## src/rtl/pc_control_unit_if.sv

```systemverilog
// Bus between control/datapath and the PC stage. The master drives the control
// inputs; the slave (pc_control_unit) drives PC, EPC and the vector-fetch signals.
interface pc_control_unit_if;
    logic        pc_write;
    logic        pc_write_cond;
    logic        branch_cond;
    logic [1:0]  pc_source;
    logic [31:0] alu_result;
    logic [31:0] alu_out;
    logic [25:0] instr_index;
    logic        exc_req;
    logic [1:0]  exc_cause;
    logic [7:0]  mem_data_byte;
    logic [31:0] pc;
    logic [31:0] epc;
    logic [31:0] jump_target;
    logic [31:0] exc_mem_addr;
    logic        exc_mem_read;
    logic        busy;

    modport master (
        output pc_write, pc_write_cond, branch_cond, pc_source, alu_result, alu_out,
               instr_index, exc_req, exc_cause, mem_data_byte,
        input  pc, epc, jump_target, exc_mem_addr, exc_mem_read, busy
    );

    modport slave (
        input  pc_write, pc_write_cond, branch_cond, pc_source, alu_result, alu_out,
               instr_index, exc_req, exc_cause, mem_data_byte,
        output pc, epc, jump_target, exc_mem_addr, exc_mem_read, busy
    );
endinterface

```

## src/rtl/pc_control_unit.sv

```systemverilog
// Program-counter stage of the multicycle MIPS datapath: PC/EPC registers,
// next-PC selection and the exception vector fetch sequence.
module pc_control_unit #(
    parameter logic [31:0] RESET_PC     = 32'h0000_0000,
    parameter logic [31:0] VEC_OPCODE   = 32'd253,
    parameter logic [31:0] VEC_OVERFLOW = 32'd254,
    parameter logic [31:0] VEC_DIVZERO  = 32'd255,
    parameter int unsigned MEM_LATENCY  = 1
) (
    input logic              clk,
    input logic              reset,
    pc_control_unit_if.slave bus
);
    localparam int unsigned CntW = (MEM_LATENCY > 1) ? $clog2(MEM_LATENCY) : 1;

    typedef enum logic [1:0] {StIdle, StAddr, StWait} state_e;

    state_e            state_q, state_d;
    logic [31:0]       pc_q, pc_d;
    logic [31:0]       epc_q, epc_d;
    logic [31:0]       addr_q, addr_d;
    logic              rd_q, rd_d;
    logic [CntW-1:0]   cnt_q, cnt_d;
    logic [31:0]       next_pc;
    logic [31:0]       vec_addr;

    always_ff @(posedge clk) begin
        if (reset) begin
            state_q <= StIdle;
            pc_q    <= RESET_PC;
            epc_q   <= 32'h0;
            addr_q  <= 32'h0;
            rd_q    <= 1'b0;
            cnt_q   <= '0;
        end else begin
            state_q <= state_d;
            pc_q    <= pc_d;
            epc_q   <= epc_d;
            addr_q  <= addr_d;
            rd_q    <= rd_d;
            cnt_q   <= cnt_d;
        end
    end

    always_comb begin
        state_d = state_q;
        pc_d    = pc_q;
        epc_d   = epc_q;
        addr_d  = addr_q;
        rd_d    = rd_q;
        cnt_d   = cnt_q;

        unique case (bus.pc_source)
            2'b00:   next_pc = bus.alu_result;
            2'b01:   next_pc = bus.alu_out;
            2'b10:   next_pc = {pc_q[31:28], bus.instr_index, 2'b00};
            default: next_pc = epc_q;
        endcase

        unique case (bus.exc_cause)
            2'b00:   vec_addr = VEC_OPCODE;
            2'b01:   vec_addr = VEC_OVERFLOW;
            default: vec_addr = VEC_DIVZERO;
        endcase

        unique case (state_q)
            StIdle: begin
                // Exception takes priority over any PC write; cause 11 is ignored.
                if (bus.exc_req && (bus.exc_cause != 2'b11)) begin
                    epc_d   = pc_q - 32'd4;
                    addr_d  = vec_addr;
                    rd_d    = 1'b1;
                    state_d = StAddr;
                end else if (bus.pc_write || (bus.pc_write_cond && bus.branch_cond)) begin
                    pc_d = next_pc;
                end
            end
            StAddr: begin
                cnt_d   = CntW'(MEM_LATENCY - 1);
                state_d = StWait;
            end
            StWait: begin
                if (cnt_q != '0) begin
                    cnt_d = cnt_q - CntW'(1);
                end else begin
                    pc_d    = {24'h0, bus.mem_data_byte};
                    rd_d    = 1'b0;
                    addr_d  = 32'h0;
                    state_d = StIdle;
                end
            end
            default: state_d = StIdle;
        endcase
    end

    always_comb begin
        bus.pc           = pc_q;
        bus.epc          = epc_q;
        bus.jump_target  = {pc_q[31:28], bus.instr_index, 2'b00};
        bus.exc_mem_addr = addr_q;
        bus.exc_mem_read = rd_q;
        bus.busy         = (state_q != StIdle);
    end
endmodule

```

## src/flat_wrapper.sv

```systemverilog
// flat-port wrapper written by rule: the top's interface ports become plain ports
module pc_control_unit_flat 
#(
    parameter logic [31:0] RESET_PC     = 32'h0000_0000,
    parameter logic [31:0] VEC_OPCODE   = 32'd253,
    parameter logic [31:0] VEC_OVERFLOW = 32'd254,
    parameter logic [31:0] VEC_DIVZERO  = 32'd255,
    parameter int unsigned MEM_LATENCY  = 1
)
  (clk, reset, bus_pc_write, bus_pc_write_cond, bus_branch_cond, bus_pc_source, bus_alu_result, bus_alu_out, bus_instr_index, bus_exc_req, bus_exc_cause, bus_mem_data_byte, bus_pc, bus_epc, bus_jump_target, bus_exc_mem_addr, bus_exc_mem_read, bus_busy);
  pc_control_unit_if bus_i ();
  input logic clk;
  input logic reset;
  input wire logic [$bits(bus_i.pc_write)-1:0] bus_pc_write;
  input wire logic [$bits(bus_i.pc_write_cond)-1:0] bus_pc_write_cond;
  input wire logic [$bits(bus_i.branch_cond)-1:0] bus_branch_cond;
  input wire logic [$bits(bus_i.pc_source)-1:0] bus_pc_source;
  input wire logic [$bits(bus_i.alu_result)-1:0] bus_alu_result;
  input wire logic [$bits(bus_i.alu_out)-1:0] bus_alu_out;
  input wire logic [$bits(bus_i.instr_index)-1:0] bus_instr_index;
  input wire logic [$bits(bus_i.exc_req)-1:0] bus_exc_req;
  input wire logic [$bits(bus_i.exc_cause)-1:0] bus_exc_cause;
  input wire logic [$bits(bus_i.mem_data_byte)-1:0] bus_mem_data_byte;
  output wire logic [$bits(bus_i.pc)-1:0] bus_pc;
  output wire logic [$bits(bus_i.epc)-1:0] bus_epc;
  output wire logic [$bits(bus_i.jump_target)-1:0] bus_jump_target;
  output wire logic [$bits(bus_i.exc_mem_addr)-1:0] bus_exc_mem_addr;
  output wire logic [$bits(bus_i.exc_mem_read)-1:0] bus_exc_mem_read;
  output wire logic [$bits(bus_i.busy)-1:0] bus_busy;
  assign bus_i.pc_write = bus_pc_write;
  assign bus_i.pc_write_cond = bus_pc_write_cond;
  assign bus_i.branch_cond = bus_branch_cond;
  assign bus_i.pc_source = bus_pc_source;
  assign bus_i.alu_result = bus_alu_result;
  assign bus_i.alu_out = bus_alu_out;
  assign bus_i.instr_index = bus_instr_index;
  assign bus_i.exc_req = bus_exc_req;
  assign bus_i.exc_cause = bus_exc_cause;
  assign bus_i.mem_data_byte = bus_mem_data_byte;
  assign bus_pc = bus_i.pc;
  assign bus_epc = bus_i.epc;
  assign bus_jump_target = bus_i.jump_target;
  assign bus_exc_mem_addr = bus_i.exc_mem_addr;
  assign bus_exc_mem_read = bus_i.exc_mem_read;
  assign bus_busy = bus_i.busy;
  pc_control_unit #(.RESET_PC(RESET_PC), .VEC_OPCODE(VEC_OPCODE), .VEC_OVERFLOW(VEC_OVERFLOW), .VEC_DIVZERO(VEC_DIVZERO), .MEM_LATENCY(MEM_LATENCY)) u_core (.clk(clk), .reset(reset), .bus(bus_i));
endmodule
```

## config.mk

```make
export PLATFORM = sky130hd
export DESIGN_NAME = pc_control_unit_flat
export DESIGN_NICKNAME = d
export VERILOG_FILES = /design/src/rtl/pc_control_unit_if.sv /design/src/rtl/pc_control_unit.sv /design/src/flat_wrapper.sv
export SDC_FILE = /design/constraint.sdc
export NUM_CORES = 1
export LEC_CHECK = 0
export CAP_MARGIN = 20
export CORE_ASPECT_RATIO = 0.9
export CORE_MARGIN = 2
export CORE_UTILIZATION = 39
export DETAILED_ROUTE_END_ITERATION = 8
export PLACE_DENSITY = 0.81
export SLEW_MARGIN = 20
export SYNTH_ARGS = -nofsm -noshare
export SYNTH_HDL_FRONTEND = slang
export SYNTH_SLANG_ARGS = --single-unit
```

## constraint.sdc

```tcl
create_clock -name clk -period 2.7 [get_ports clk]
set_input_delay 0.405 -clock clk [delete_from_list [all_inputs] [get_ports clk]]
set_output_delay 0.405 -clock clk [all_outputs]
set_load 0.005 [all_outputs]
```

# Word-level counts from Yosys, hierarchy flattened
# Index checks and enable logic that the tools add are counted.
# totals
ff_bits	100
output_inout_bits	130
inputBits	108
word_cells	51
# classes
n_addsub	2
mux	17
n_reduce_logical	14
eq_ne	11
# op_table
op	count
$mux 32	5
$pmux 32 s2	2
$pmux 32 s3	1
$sub 32x3->32 const B	1
$ne 2x2->1 const B	4
$eq 2x1->1 const B	3
$logic_not 2->1	3
$pmux 2 s3	1
$reduce_bool 2->1	3
$reduce_and 5->1	1
$eq 2x2->1 const B	2
$mux 2	2
$ne 2x1->1 const B	2
$pmux 1 s2	2
$pmux 2 s2	1
$reduce_and 2->1	2
$reduce_and 4->1	1
$mux 1	3
$reduce_and 3->1	1
$logic_and 1x1->1	2
$logic_or 1x1->1	1
$sub 1x1->1 const B	1

# Longest topological paths before layout
# depth
depth_word	5
depth_mapped	8
mapped_depth_nobuf	6

# Worst setup path after synthesis
# Ideal clock, no wire load.
# synth_timing
kind	register -> register
start	register u_core.pc_q[10], in the netlist u_core.bus.pc[10]
end	register u_core.epc_q[31], in the netlist u_core.bus.epc[31]
t_required_ns	2.609
n_path_buf	2
path_stages_with_launch	7
t_arrival_ns	2.333
synth_period_minus_slack_ns	2.424
setup_time_ns	0.091
path_slack_ns	0.276
cell_sequence	dfxtp_1 or4_1 buf_2 or4_1 buf_2 or4_1 a311oi_1
# synth_via
elab_chain_cells	1
# synth_lines
element	line_no	source
start: declaration	pc_control_unit.sv:19	logic [31:0] pc_q, pc_d;
start signal: assignment	pc_control_unit.sv:37	pc_q <= pc_d;
$sub 32x3->32	pc_control_unit.sv:70	epc_d = pc_q - 32'd4;
end signal: assignment	pc_control_unit.sv:38	epc_q <= epc_d;
end: declaration	pc_control_unit.sv:20	logic [31:0] epc_q, epc_d;
# No other way between the ends.
# A chain may end at the register's enable or synchronous reset.

# Worst setup path after layout
# layout_timing
start	register u_core.pc_q[12], in the netlist u_core.bus.pc[12]
end	register u_core.epc_q[31], in the netlist u_core.bus.epc[31]
# Same word-level chain as after synthesis.

==> summary.md <==
| Metric | Value |
|---|---|
| Status | complete, no violations |
| Antenna violations before repair | 0 |
| 1st-iter DRT viols | 195 |
| Final worst setup slack | 0.130 ns |
| 1st-pass router iterations | 5 |
| Reg2reg setup slack | 0.13 ns |
| Post-Route Setup TNS | 0 ns |
| Critical Path Max Stage Delay | 0.74 ns |
| CP cell instances | or4_1 > or4_1 > or4_1 > a311oi_1 |
| FF-to-FF path depth | 4 |
| Antenna Cells | 0 |
| Die outline width | 115 um |
| Synth Register Bits | 69 |
| Max IR drop VDD | 278 uV |
| DRC viols | 0 |
| Highest Clock Rate | 389 MHz |
| Synth Warn # | 0 |
| Final number of hold-violating endpoints | 0 |
| CTS H-Tree Depth | 3 |
| CTS tree | yes |
| Yosys top cell area share | 32.0% |
| Nets | 731 |
| Crit path DAT | 2.80 ns |
| Clock Latency Late Sink | 0.32 ns |
| Minimum clock period | 2.57 ns |
| Worst-Margin Slew | 0.929 ns |
| Top delay family on crit path | simple AND/OR/NAND/NOR gates |
| DP HPWL | 10.0 mm |
| FF-to-FF End | u_core.bus.epc[31] |
| Largest area contributor in the netlist | dfxtp_1 |
| Vias per inst | 5.53 |
| Gpl congestion | 0.777 |
| Synthesized area per cell | 9.31 sq um |
| First-pass GRT wire length | 21.2 mm |
| Starting Density | 39.9% |
| Total Routing Usage GR | 22.0% |
| Worst slack at placement | 0.155 ns |
| Post-synthesis sequential area ratio | 32.0% |
| Port Buffer Count | 211 |
| Mapped Area | 4310 sq um |
| CTS buffer count | 9 |
| Max-cap violations | 0 |
| Hold buffers post-CTS | 0 |
| Vias in the first global route | 4269 |
| Die height | 104 um |
| Clk slew on worst S/H paths | 0.06 ns |
| CP Class | reg -> reg |
| Gr ovfl total | 0 |
| CTS Buffer Depth | 2 |
| Stages on worst setup path | 4 |
| CP Capture Type | flop |
| Clk_skew | 0.00675 ns |
| # IOs | 238 |
| Setup Viol. Count Final | 0 |
| Largest fanout on the critical path | 10 |
| Worst rel slew slack | 37.9% |
| Fin crit share | 95.2% |
| Post-DRT Antenna Nets | 0 |
| Most frequent cells in the layout | clkdlybuf4s50_1, dfxtp_1, nor2_1 |
| Hold WC Path Type | reg -> reg |
| Most common cell after layout, fill and taps aside | clkdlybuf4s50_1 |
| CP Buf/Inv Count | 0 |
| Core Area | 10800 sq um |
| Synth unique cells | 44 |
| Clock sink count | 69 |
| Via count | 4199 |
| R2r startpoint | u_core.bus.pc[12] |
| Clk root buf | clkbuf_16 |
| WL final | 13.2 mm |
| Pwr Density | 543 nW/um^2 |
| RSZ-0062 raised after global routing | false |
| Crit path launch type | flop |
| Critical Path Sink | u_core.bus.epc[31] |
| Static Leak | 0.00242 uW |
| Top cells by area, synth | dfxtp_1, mux4_2, buf_4 |
| Max Transition Viols Final | 0 |
| Area delta synth->final | 51.1% |
| Gate Count Post-Synth | 463 |
| Share of layout cells above drive strength 1 | 11.2% |
| Top cell by count, worst path | or4_1 |
| Largest net degree at the start of global routing | 59 |
| Wire per inst | 17.4 um |
| Die area | 11900 sq um |
| Critical path origin | u_core.bus.pc[12] |
| # rows | 36 |
| Slowest CP cell | or4_1 |
| CP required | 2.93 ns |
[worst reg2reg max path: cells and delay by family, from the launching register on]
kind | cells | cell delay, ns
and+or+nand+nor | 3 | 1.88
DFF | 1 | 0.35
AOI/OAI and AO/OA | 1 | 0.24
[Yosys cell counts]
cell type  instances
dfxtp_1           69
buf_4             62
nor2_1            60
clkbuf_1          34
mux4_2            26
or4_1             21
a22oi_1           20
a311oi_1          18
a211oi_1          17
o31ai_1           16
mux2i_1           15
nand2_1           10
or3_1             10
a21oi_1            8
o21ai_0            7
or2_2              7
inv_1              6
o2bb2ai_1          6
xnor2_1            5
nor3_1             4
nand2b_1           3
nand3_1            3
nor4_1             3
o21bai_1           3
xor2_1             3
a31oi_1            2
and2_1             2
buf_1              2
buf_2              2
nand3b_1           2
nand4b_1           2
nor3b_1            2
o41ai_1            2
a2111oi_0          1
a211o_1            1
a2bb2oi_1          1
buf_6              1
conb_1             1
ha_1               1
nand4_1            1
o22ai_1            1
o32ai_1            1
or4_4              1
or4b_2             1
[worst min-delay path by stage]
stage	start	endpoint	slack, ns	cells past startpoint
global placement	u_core.bus.exc_mem_addr[1]	u_core.bus.exc_mem_addr[1]	0.44	2
floorplan	u_core.bus.exc_mem_addr[1]	u_core.bus.exc_mem_addr[1]	0.45	2
global route	u_core.bus.exc_mem_addr[1]	u_core.bus.exc_mem_addr[1]	0.50	2
CTS	u_core.bus.exc_mem_addr[1]	u_core.bus.exc_mem_addr[1]	0.45	2
finish	u_core.bus.exc_mem_addr[1]	u_core.bus.exc_mem_addr[1]	0.46	2
detailed placement	u_core.bus.exc_mem_addr[1]	u_core.bus.exc_mem_addr[1]	0.44	2
[layout make-up]
cell class | instances | area (sq um)
fill | 922 | 4300
multi-input combinational | 312 | 2400
timing repair buffer | 224 | 2220
sequential | 69 | 1380
clock buffer | 12 | 256
tap | 133 | 166
clock inverter | 4 | 70.1
inverter | 6 | 22.5
[metal layers]
metal | track usage [%] | wire (um) | part of all wire (%) | up-vias
li1 | - | - | - | 1998
met1 | 26.8 | 5510 | 42 | 2007
met2 | 38.0 | 6550 | 50 | 182
met3 | 6.50 | 1020 | 7.7 | 12
met4 | 4.99 | 133 | 1.0 | 0
met5 | 0 | 0 | 0 | -
[logic make-up after synthesis]
logic type / Yosys count / share of synthesized area (%)
simple gates: 132 / 15.9
flops: 69 / 32.0
fa+ha+maj: 1 / 0.290
compound gates: 104 / 18.0
other cells: 1 / 0.0870
xor+xnor: 8 / 1.63
buf+inv: 107 / 14.9
mux: 41 / 17.1
[stage by stage]
stage	instances	utilization, %	area [sq um]	hold WS (ns)	power [uW]
global placement	744	57.2	6180	0.444	2250
finish	760	60.3	6510	0.455	3540
floorplan	488	-	4410	0.449	1810
detailed placement	744	57.2	6180	0.444	2280
CTS	760	60.2	6510	0.453	3560
global route	760	60.3	6510	0.501	3720
[power breakdown]
group          total, uW  internal (uW)  switching [uW]
sequential          1210           1110            99.8
clock               1280            856             420
combinational       1050            595             460
[timing repair]
item / 4_1_cts / 5_1_grt
endpoints found under the hold margin: 0 / 0
endpoints found under the setup margin: 0 / 1
resized for setup: 0 / 1
setup buffers: 0 / 0
[registers in the layout (all words and copies together), names as in the netlist]
| signal | cells |
|---|---|
| u_core.bus.epc | 32 |
| u_core.bus.exc_mem_addr | 3 |
| u_core.state_q | 2 |
| u_core.bus.pc | 32 |
(Power assumes the default switching activity.)
